<file path="config.mk">
export PLATFORM = sky130hd
export DESIGN_NAME = sayuru_mem_arbiter_flat
export DESIGN_NICKNAME = d
export VERILOG_FILES = /design/src/rtl/sayuru_mem_arbiter_if.sv /design/src/rtl/sayuru_mem_arbiter.sv /design/src/flat_wrapper.sv
export SDC_FILE = /design/constraint.sdc
export NUM_CORES = 1
export LEC_CHECK = 0
export CAP_MARGIN = 0
export CORE_MARGIN = 1.5
export CORE_UTILIZATION = 25
export DETAILED_ROUTE_END_ITERATION = 8
export GPL_ROUTABILITY_DRIVEN = 0
export PLACE_DENSITY = 0.57
export SLEW_MARGIN = 20
export SYNTH_ARGS = -nofsm -noshare
export SYNTH_HDL_FRONTEND = slang
export SYNTH_SLANG_ARGS = --single-unit
</file>
<file path="constraint.sdc">
create_clock -name clk_i -period 3.5 [get_ports clk_i]
set_input_delay 0.7 -clock clk_i [delete_from_list [all_inputs] [get_ports clk_i]]
set_output_delay 0.7 -clock clk_i [all_outputs]
set_load 0.005 [all_outputs]
</file>
<file path="src/rtl/sayuru_mem_arbiter_if.sv">
// Bundle of the two master-side ports and the memory-side port of the arbiter.
// The arbiter uses the slave view; the requesters plus memory model use the master view.
interface sayuru_mem_arbiter_if #(
   parameter int ADDR_WIDTH = 16,
   parameter int DATA_WIDTH = 32
);
   localparam int BE_WIDTH = DATA_WIDTH / 8;

   logic                  m0_req_i;
   logic                  m0_gnt_o;
   logic                  m0_rvalid_o;
   logic [ADDR_WIDTH-1:0] m0_addr_i;
   logic                  m0_we_i;
   logic [BE_WIDTH-1:0]   m0_be_i;
   logic [DATA_WIDTH-1:0] m0_wdata_i;
   logic [DATA_WIDTH-1:0] m0_rdata_o;

   logic                  m1_req_i;
   logic                  m1_gnt_o;
   logic                  m1_rvalid_o;
   logic [ADDR_WIDTH-1:0] m1_addr_i;
   logic                  m1_we_i;
   logic [BE_WIDTH-1:0]   m1_be_i;
   logic [DATA_WIDTH-1:0] m1_wdata_i;
   logic [DATA_WIDTH-1:0] m1_rdata_o;

   logic                  out_req_o;
   logic                  out_gnt_i;
   logic                  out_rvalid_i;
   logic [ADDR_WIDTH-1:0] out_addr_o;
   logic                  out_we_o;
   logic [BE_WIDTH-1:0]   out_be_o;
   logic [DATA_WIDTH-1:0] out_wdata_o;
   logic [DATA_WIDTH-1:0] out_rdata_i;

   modport slave (
      input  m0_req_i, m0_addr_i, m0_we_i, m0_be_i, m0_wdata_i,
      output m0_gnt_o, m0_rvalid_o, m0_rdata_o,
      input  m1_req_i, m1_addr_i, m1_we_i, m1_be_i, m1_wdata_i,
      output m1_gnt_o, m1_rvalid_o, m1_rdata_o,
      output out_req_o, out_addr_o, out_we_o, out_be_o, out_wdata_o,
      input  out_gnt_i, out_rvalid_i, out_rdata_i
   );

   modport master (
      output m0_req_i, m0_addr_i, m0_we_i, m0_be_i, m0_wdata_i,
      input  m0_gnt_o, m0_rvalid_o, m0_rdata_o,
      output m1_req_i, m1_addr_i, m1_we_i, m1_be_i, m1_wdata_i,
      input  m1_gnt_o, m1_rvalid_o, m1_rdata_o,
      input  out_req_o, out_addr_o, out_we_o, out_be_o, out_wdata_o,
      output out_gnt_i, out_rvalid_i, out_rdata_i
   );
endinterface

</file>
<file path="src/rtl/sayuru_mem_arbiter.sv">
// Round-robin two-master arbiter for the req/gnt/rvalid memory protocol with one
// transaction in flight, fully registered outputs and per-port performance counters.
module sayuru_mem_arbiter #(
   parameter int ADDR_WIDTH = 16,
   parameter int DATA_WIDTH = 32
) (
   input  logic                clk_i,
   input  logic                rst_ni,
   sayuru_mem_arbiter_if.slave bus,
   output logic [31:0]         grant0_count,
   output logic [31:0]         grant1_count,
   output logic [31:0]         contention_count
);
   localparam int BE_WIDTH = DATA_WIDTH / 8;

   typedef enum logic [1:0] {IDLE, WAIT_GNT, WAIT_RVALID} state_t;

   state_t                state_q, state_d;
   logic                  owner_q, owner_d;
   logic                  last_grant_q, last_grant_d;
   logic                  req_q, req_d;
   logic [ADDR_WIDTH-1:0] addr_q, addr_d;
   logic                  we_q, we_d;
   logic [BE_WIDTH-1:0]   be_q, be_d;
   logic [DATA_WIDTH-1:0] wdata_q, wdata_d;
   logic [1:0]            gnt_q, gnt_d;
   logic [1:0]            rvalid_q, rvalid_d;
   logic [DATA_WIDTH-1:0] rdata0_q, rdata0_d;
   logic [DATA_WIDTH-1:0] rdata1_q, rdata1_d;
   logic [31:0]           g0_q, g0_d, g1_q, g1_d, cont_q, cont_d;
   logic                  winner;

   // Next-state logic; gnt/rvalid/rdata default to zero so every pulse lasts one cycle
   // and the port that is not being answered always sees zeros.
   always_comb begin
      state_d      = state_q;
      owner_d      = owner_q;
      last_grant_d = last_grant_q;
      req_d        = req_q;
      addr_d       = addr_q;
      we_d         = we_q;
      be_d         = be_q;
      wdata_d      = wdata_q;
      gnt_d        = '0;
      rvalid_d     = '0;
      rdata0_d     = '0;
      rdata1_d     = '0;
      g0_d         = g0_q;
      g1_d         = g1_q;
      cont_d       = cont_q;
      winner       = 1'b0;

      unique case (state_q)
         IDLE: begin
            if (bus.m0_req_i || bus.m1_req_i) begin
               if (bus.m0_req_i && bus.m1_req_i) begin
                  winner = ~last_grant_q;
                  cont_d = cont_q + 32'd1;
               end else begin
                  winner = bus.m1_req_i;
               end
               owner_d = winner;
               req_d   = 1'b1;
               addr_d  = winner ? bus.m1_addr_i  : bus.m0_addr_i;
               we_d    = winner ? bus.m1_we_i    : bus.m0_we_i;
               be_d    = winner ? bus.m1_be_i    : bus.m0_be_i;
               wdata_d = winner ? bus.m1_wdata_i : bus.m0_wdata_i;
               state_d = WAIT_GNT;
            end
         end
         WAIT_GNT: begin
            if (bus.out_gnt_i) begin
               req_d            = 1'b0;
               addr_d           = '0;
               we_d             = 1'b0;
               be_d             = '0;
               wdata_d          = '0;
               gnt_d[owner_q]   = 1'b1;
               last_grant_d     = owner_q;
               if (owner_q) g1_d = g1_q + 32'd1;
               else         g0_d = g0_q + 32'd1;
               state_d          = WAIT_RVALID;
            end
         end
         WAIT_RVALID: begin
            if (bus.out_rvalid_i) begin
               rvalid_d[owner_q] = 1'b1;
               if (owner_q) rdata1_d = bus.out_rdata_i;
               else         rdata0_d = bus.out_rdata_i;
               state_d           = IDLE;
            end
         end
         default: state_d = IDLE;
      endcase
   end

   // State register; last_grant resets to 1 so port 0 wins the first tie.
   always_ff @(posedge clk_i) begin
      if (!rst_ni) begin
         state_q      <= IDLE;
         owner_q      <= 1'b0;
         last_grant_q <= 1'b1;
         req_q        <= 1'b0;
         addr_q       <= '0;
         we_q         <= 1'b0;
         be_q         <= '0;
         wdata_q      <= '0;
         gnt_q        <= '0;
         rvalid_q     <= '0;
         rdata0_q     <= '0;
         rdata1_q     <= '0;
         g0_q         <= '0;
         g1_q         <= '0;
         cont_q       <= '0;
      end else begin
         state_q      <= state_d;
         owner_q      <= owner_d;
         last_grant_q <= last_grant_d;
         req_q        <= req_d;
         addr_q       <= addr_d;
         we_q         <= we_d;
         be_q         <= be_d;
         wdata_q      <= wdata_d;
         gnt_q        <= gnt_d;
         rvalid_q     <= rvalid_d;
         rdata0_q     <= rdata0_d;
         rdata1_q     <= rdata1_d;
         g0_q         <= g0_d;
         g1_q         <= g1_d;
         cont_q       <= cont_d;
      end
   end

   assign bus.out_req_o     = req_q;
   assign bus.out_addr_o    = addr_q;
   assign bus.out_we_o      = we_q;
   assign bus.out_be_o      = be_q;
   assign bus.out_wdata_o   = wdata_q;
   assign bus.m0_gnt_o      = gnt_q[0];
   assign bus.m1_gnt_o      = gnt_q[1];
   assign bus.m0_rvalid_o   = rvalid_q[0];
   assign bus.m1_rvalid_o   = rvalid_q[1];
   assign bus.m0_rdata_o    = rdata0_q;
   assign bus.m1_rdata_o    = rdata1_q;
   assign grant0_count      = g0_q;
   assign grant1_count      = g1_q;
   assign contention_count  = cont_q;
endmodule
</file>
<file path="src/flat_wrapper.sv">
// flat-port wrapper written by rule: the top's interface ports become plain ports
module sayuru_mem_arbiter_flat 
#(
   parameter int ADDR_WIDTH = 16,
   parameter int DATA_WIDTH = 32
)
  (clk_i, rst_ni, grant0_count, grant1_count, contention_count, bus_m0_req_i, bus_m0_addr_i, bus_m0_we_i, bus_m0_be_i, bus_m0_wdata_i, bus_m0_gnt_o, bus_m0_rvalid_o, bus_m0_rdata_o, bus_m1_req_i, bus_m1_addr_i, bus_m1_we_i, bus_m1_be_i, bus_m1_wdata_i, bus_m1_gnt_o, bus_m1_rvalid_o, bus_m1_rdata_o, bus_out_req_o, bus_out_addr_o, bus_out_we_o, bus_out_be_o, bus_out_wdata_o, bus_out_gnt_i, bus_out_rvalid_i, bus_out_rdata_i);
  sayuru_mem_arbiter_if #(.ADDR_WIDTH(ADDR_WIDTH), .DATA_WIDTH(DATA_WIDTH)) bus_i ();
  input  logic clk_i;
  input  logic rst_ni;
  output logic [31:0] grant0_count;
  output logic [31:0] grant1_count;
  output logic [31:0] contention_count;
  input wire logic [$bits(bus_i.m0_req_i)-1:0] bus_m0_req_i;
  input wire logic [$bits(bus_i.m0_addr_i)-1:0] bus_m0_addr_i;
  input wire logic [$bits(bus_i.m0_we_i)-1:0] bus_m0_we_i;
  input wire logic [$bits(bus_i.m0_be_i)-1:0] bus_m0_be_i;
  input wire logic [$bits(bus_i.m0_wdata_i)-1:0] bus_m0_wdata_i;
  output wire logic [$bits(bus_i.m0_gnt_o)-1:0] bus_m0_gnt_o;
  output wire logic [$bits(bus_i.m0_rvalid_o)-1:0] bus_m0_rvalid_o;
  output wire logic [$bits(bus_i.m0_rdata_o)-1:0] bus_m0_rdata_o;
  input wire logic [$bits(bus_i.m1_req_i)-1:0] bus_m1_req_i;
  input wire logic [$bits(bus_i.m1_addr_i)-1:0] bus_m1_addr_i;
  input wire logic [$bits(bus_i.m1_we_i)-1:0] bus_m1_we_i;
  input wire logic [$bits(bus_i.m1_be_i)-1:0] bus_m1_be_i;
  input wire logic [$bits(bus_i.m1_wdata_i)-1:0] bus_m1_wdata_i;
  output wire logic [$bits(bus_i.m1_gnt_o)-1:0] bus_m1_gnt_o;
  output wire logic [$bits(bus_i.m1_rvalid_o)-1:0] bus_m1_rvalid_o;
  output wire logic [$bits(bus_i.m1_rdata_o)-1:0] bus_m1_rdata_o;
  output wire logic [$bits(bus_i.out_req_o)-1:0] bus_out_req_o;
  output wire logic [$bits(bus_i.out_addr_o)-1:0] bus_out_addr_o;
  output wire logic [$bits(bus_i.out_we_o)-1:0] bus_out_we_o;
  output wire logic [$bits(bus_i.out_be_o)-1:0] bus_out_be_o;
  output wire logic [$bits(bus_i.out_wdata_o)-1:0] bus_out_wdata_o;
  input wire logic [$bits(bus_i.out_gnt_i)-1:0] bus_out_gnt_i;
  input wire logic [$bits(bus_i.out_rvalid_i)-1:0] bus_out_rvalid_i;
  input wire logic [$bits(bus_i.out_rdata_i)-1:0] bus_out_rdata_i;
  assign bus_i.m0_req_i = bus_m0_req_i;
  assign bus_i.m0_addr_i = bus_m0_addr_i;
  assign bus_i.m0_we_i = bus_m0_we_i;
  assign bus_i.m0_be_i = bus_m0_be_i;
  assign bus_i.m0_wdata_i = bus_m0_wdata_i;
  assign bus_m0_gnt_o = bus_i.m0_gnt_o;
  assign bus_m0_rvalid_o = bus_i.m0_rvalid_o;
  assign bus_m0_rdata_o = bus_i.m0_rdata_o;
  assign bus_i.m1_req_i = bus_m1_req_i;
  assign bus_i.m1_addr_i = bus_m1_addr_i;
  assign bus_i.m1_we_i = bus_m1_we_i;
  assign bus_i.m1_be_i = bus_m1_be_i;
  assign bus_i.m1_wdata_i = bus_m1_wdata_i;
  assign bus_m1_gnt_o = bus_i.m1_gnt_o;
  assign bus_m1_rvalid_o = bus_i.m1_rvalid_o;
  assign bus_m1_rdata_o = bus_i.m1_rdata_o;
  assign bus_out_req_o = bus_i.out_req_o;
  assign bus_out_addr_o = bus_i.out_addr_o;
  assign bus_out_we_o = bus_i.out_we_o;
  assign bus_out_be_o = bus_i.out_be_o;
  assign bus_out_wdata_o = bus_i.out_wdata_o;
  assign bus_i.out_gnt_i = bus_out_gnt_i;
  assign bus_i.out_rvalid_i = bus_out_rvalid_i;
  assign bus_i.out_rdata_i = bus_out_rdata_i;
  sayuru_mem_arbiter #(.ADDR_WIDTH(ADDR_WIDTH), .DATA_WIDTH(DATA_WIDTH)) u_core (.clk_i(clk_i), .rst_ni(rst_ni), .bus(bus_i), .grant0_count(grant0_count), .grant1_count(grant1_count), .contention_count(contention_count));
endmodule
</file>
==> metrics.md <==
| Metric | Value |
|---|---|
| CTS Buffer Depth | `3` |
| Largest area contributor in the netlist | `dfxtp_1` |
| Endpoints failing setup | `0` |
| # hold bufs at CTS | `0` |
| Worst hold-check path type | `reg -> reg` |
| Least-Margin Pin Slew | `0.804 ns` |
| Core box area | `between 30000 and 40000 sq um` |
| Die Ht | `192 microns` |
| Post-cts sizing count | `0` |
| Clk pwr share | `a little under half` |
| CTS tree | `built` |
| Worst slew margin | `a little under half` |
| Placed insts | `1710` |
| RSZ-0062 raised after global routing | `false` |
| Top-count cell post-synth | `dfxtp_1` |
| Avg Inst Size Synth | `9.55 sq um` |
| Fillers | `about 3500` |
| Setup crit start kind | `primary input` |
| Sequential area share after synthesis | `49.5%` |
| Top cell family by delay on the critical path | `simple AND/OR/NAND/NOR gates` |
| Top cells by area, synth | `dfxtp_1, mux2i_1, a2bb2oi_1` |
| Overall Power | `6.06 mW` |
| Initial Util | `25.3%` |
| Drt first pass iters | `4` |
| Drt total wl | `about 30000 microns` |
| Area delta synth->final | `55.7%` |
| Crit share post-route | `just under 70%` |
| Worst r2r src | `u_core.grant0_count[8]` |
| Post-place instance area | `roughly 13000 sq um` |
| Final net count | `between 1000 and 1500` |
| Vias in the first global route | `between 7000 and 8000` |
| Die area | `around 37000 sq um` |
| Top_reg_cell synth | `dfxtp_1` |
| Final hold vios | `0` |
| Clock sink count | `about 220` |
| Static leakage | `4.90 nW` |
| Total gr overflow | `0` |
| Int Power | `roughly 4.6 mW` |
| Clk root buf | `clkbuf_16` |
| Initial antenna violation count | `2` |
| Std cell rows | `just under 70` |
| Net Sw Power | `roughly 1.4 mW` |
| Port Buffer Count | `roughly 360` |
| DR vias | `~8400` |
| Status | `complete, no violations` |
| Critical path data required time | `about 4.0 ns` |
| Worst path arrival time | `roughly 2.8 ns` |
| Crit path time final | `2.37 ns` |
| Synth Warn # | `0` |
| Ports | `362` |
| GR Util All Layers | `around 15%` |
| DR WL/cell | `roughly 17 microns` |
| Combinational share of power | `between 10% and 20%` |
| Slowest Stage Delay on Critical Path | `0.67 ns` |
| Crit Path Category | `in -> reg` |
| Power Density | `between 400 and 500 nW/um^2` |
| Slew Limit Fails | `0` |
| Vias per cell | `4.78` |
| Reg2Reg Depth | `4` |
| Setup bufs post-CTS | `0` |
| Remaining antenna violation count after routing | `0` |
| Switching share of total power | `a little under a quarter` |
| Clock buffer count from CTS | `27` |
| First-pass GRT wire length | `approximately 45000 microns` |
| Fmax | `~0.42 GHz` |
| Die Wd | `192 microns` |
| HPWL after DPL | `~21000 microns` |
| WHS | `around 0.47 ns` |
| Reg power frac | `between 40% and 50%` |
| Critical Path End | `u_core.grant1_count[25]` |
| Largest net degree at the start of global routing | `56` |
| Synth top area share | `about half` |
| Worst path depth | `5` |
| Clock-pin slew of the registers on the worst-case setup and hold paths | `around 0.060 ns` |
| Syn Inst Count | `940` |
| Share of cells above drive strength 1 | `under 10%` |
| Unique cell type count in the Yosys netlist | `46` |
| Setup TNS | `0 ns` |
| Remaining DRCs | `0` |
| Finished Layout Cells | `1762` |
| CP Launch Point | `bus_out_gnt_i` |
| List of most frequent post-synthesis cells | `dfxtp_1, nor2_1, and2_1` |
| Crit Path Max Fanout | `10` |
| Post-synth net total | `1087` |
| Seq cells post-synth | `222` |
| Critical path, cell by cell | `clkdlybuf4s50_1 -> nand4b_2 -> or4_1 -> or4b_1 -> a21oi_1` |
| R2R Setup Slk | `around 1.2 ns` |
| Initial DRC Count | `327` |
| Post-Syn Area | `~9000 sq um` |
| Slowest cell on the critical path | `or4_1` |
| Worst clock skew | `about 0.0097 ns` |
| Worst r2r dst | `u_core.grant0_count[27]` |
| Clk_lat worst skew | `about 0.54 ns` |
| Post-synth ARST share | `0%` |
| H-tree depth | `1` |
| Final Instance Area | `between 10000 and 15000 sq um` |
| Worst path bufs/invs | `1` |
| Crit end category | `register` |
| Max Cap Viol | `0` |
| Peak VDD IR | `0.363 mV` |
| EDFF count, synth | `0` |
placed cells by master (no fill, tap or decap), drive strengths merged, types with 3 or more instances in the layout:
cell type	n
xor2	20
clkinv	8
nand2b	3
and4	17
or4	43
clkdlybuf4s50	361
a21oi	66
or3	19
o31ai	41
a2bb2oi	53
inv	12
nand3	27
clkbuf	38
buf	13
nor4	4
nor2	87
nor3	3
ha	3
o21ai	19
nand2	37
and2	71
mux2i	58
and3	8
dfxtp	222
nand4	37
o41ai	3
xnor2	6
worst register-to-register path, cell delays in order (launching register included):
cell	delay (ns)
dfxtp_1	0.44
and4_1	0.28
nand4_1	0.65
or4_1	0.72
a21oi_1	0.15
metrics by stage:
step | util (%) | worst slack [ns]
floorplan | - | 1.35
detailed placement | 36.9 | 0.563
global route | 39.4 | 0.971
CTS | 39.4 | 1.14
finish | 39.4 | 1.13
global placement | 36.9 | 0.603
flip-flops by register name, summed over array words and instances (netlist names), 2 cells and up:
name and flops:
u_core.bus.out_addr_o 16, u_core.state_q 2, u_core.bus.m0_rdata_o 32, u_core.grant0_count 32, u_core.contention_count 32, u_core.gnt_q 2, u_core.rvalid_q 2, u_core.bus.out_wdata_o 32
u_core.grant1_count 32, u_core.bus.out_be_o 4, u_core.bus.m1_rdata_o 32
layout make-up:
class / count / area [sq um] / share of cell area, %
Antenna cell: 2 / 5.00 / 0.0358
Clock buffer: 38 / 757 / 5.42
Clock inverter: 12 / 120 / 0.860
Inverter: 11 / 43.8 / 0.313
Multi-Input combinational cell: 642 / 4280 / 30.6
Sequential cell: 222 / 4440 / 31.8
Tap cell: 461 / 577 / 4.13
Timing Repair Buffer: 374 / 3750 / 26.8
how the worst min path moves through the flow:
stage / startpoint / end / slack [ns] / cells past startpoint
floorplan: u_core.last_grant_q / u_core.last_grant_q / 0.44 / 2
global placement: u_core.bus.out_req_o / u_core.bus.out_req_o / 0.45 / 2
detailed placement: u_core.bus.out_req_o / u_core.bus.out_req_o / 0.46 / 2
CTS: u_core.bus.out_req_o / u_core.bus.out_req_o / 0.47 / 2
global route: u_core.bus.out_req_o / u_core.bus.out_req_o / 0.50 / 2
finish: u_core.bus.out_req_o / u_core.bus.out_req_o / 0.47 / 2
cells by family after synthesis:
kind of cell | synth area share [%]
compound gates | 14.2
xor+xnor | 2.54
fa+ha+maj | 0.418
buf+inv | 3.37
flops | 49.5
mux | 6.47
simple gates | 23.5
power groups by stage:
stage / combinational (mW) / clock [mW] / sequential [mW]
floorplan: 0.275 / 0 / 2.69
global placement: 0.670 / 0 / 2.69
detailed placement: 0.674 / 0 / 2.69
CTS: 0.677 / 2.86 / 2.64
global route: 0.713 / 2.97 / 2.65
finish: 0.663 / 2.76 / 2.64
per-layer routing:
metal | wire length, microns | global-route usage (%) | up-vias
li1 | - | - | 4135
met1 | 12500 | 19.0 | 3973
met2 | 14000 | 25.1 | 275
met3 | 2720 | 5.73 | 35
met4 | 525 | 3.70 | 0
met5 | 0 | 0 | -
(Power assumes the default switching activity.)
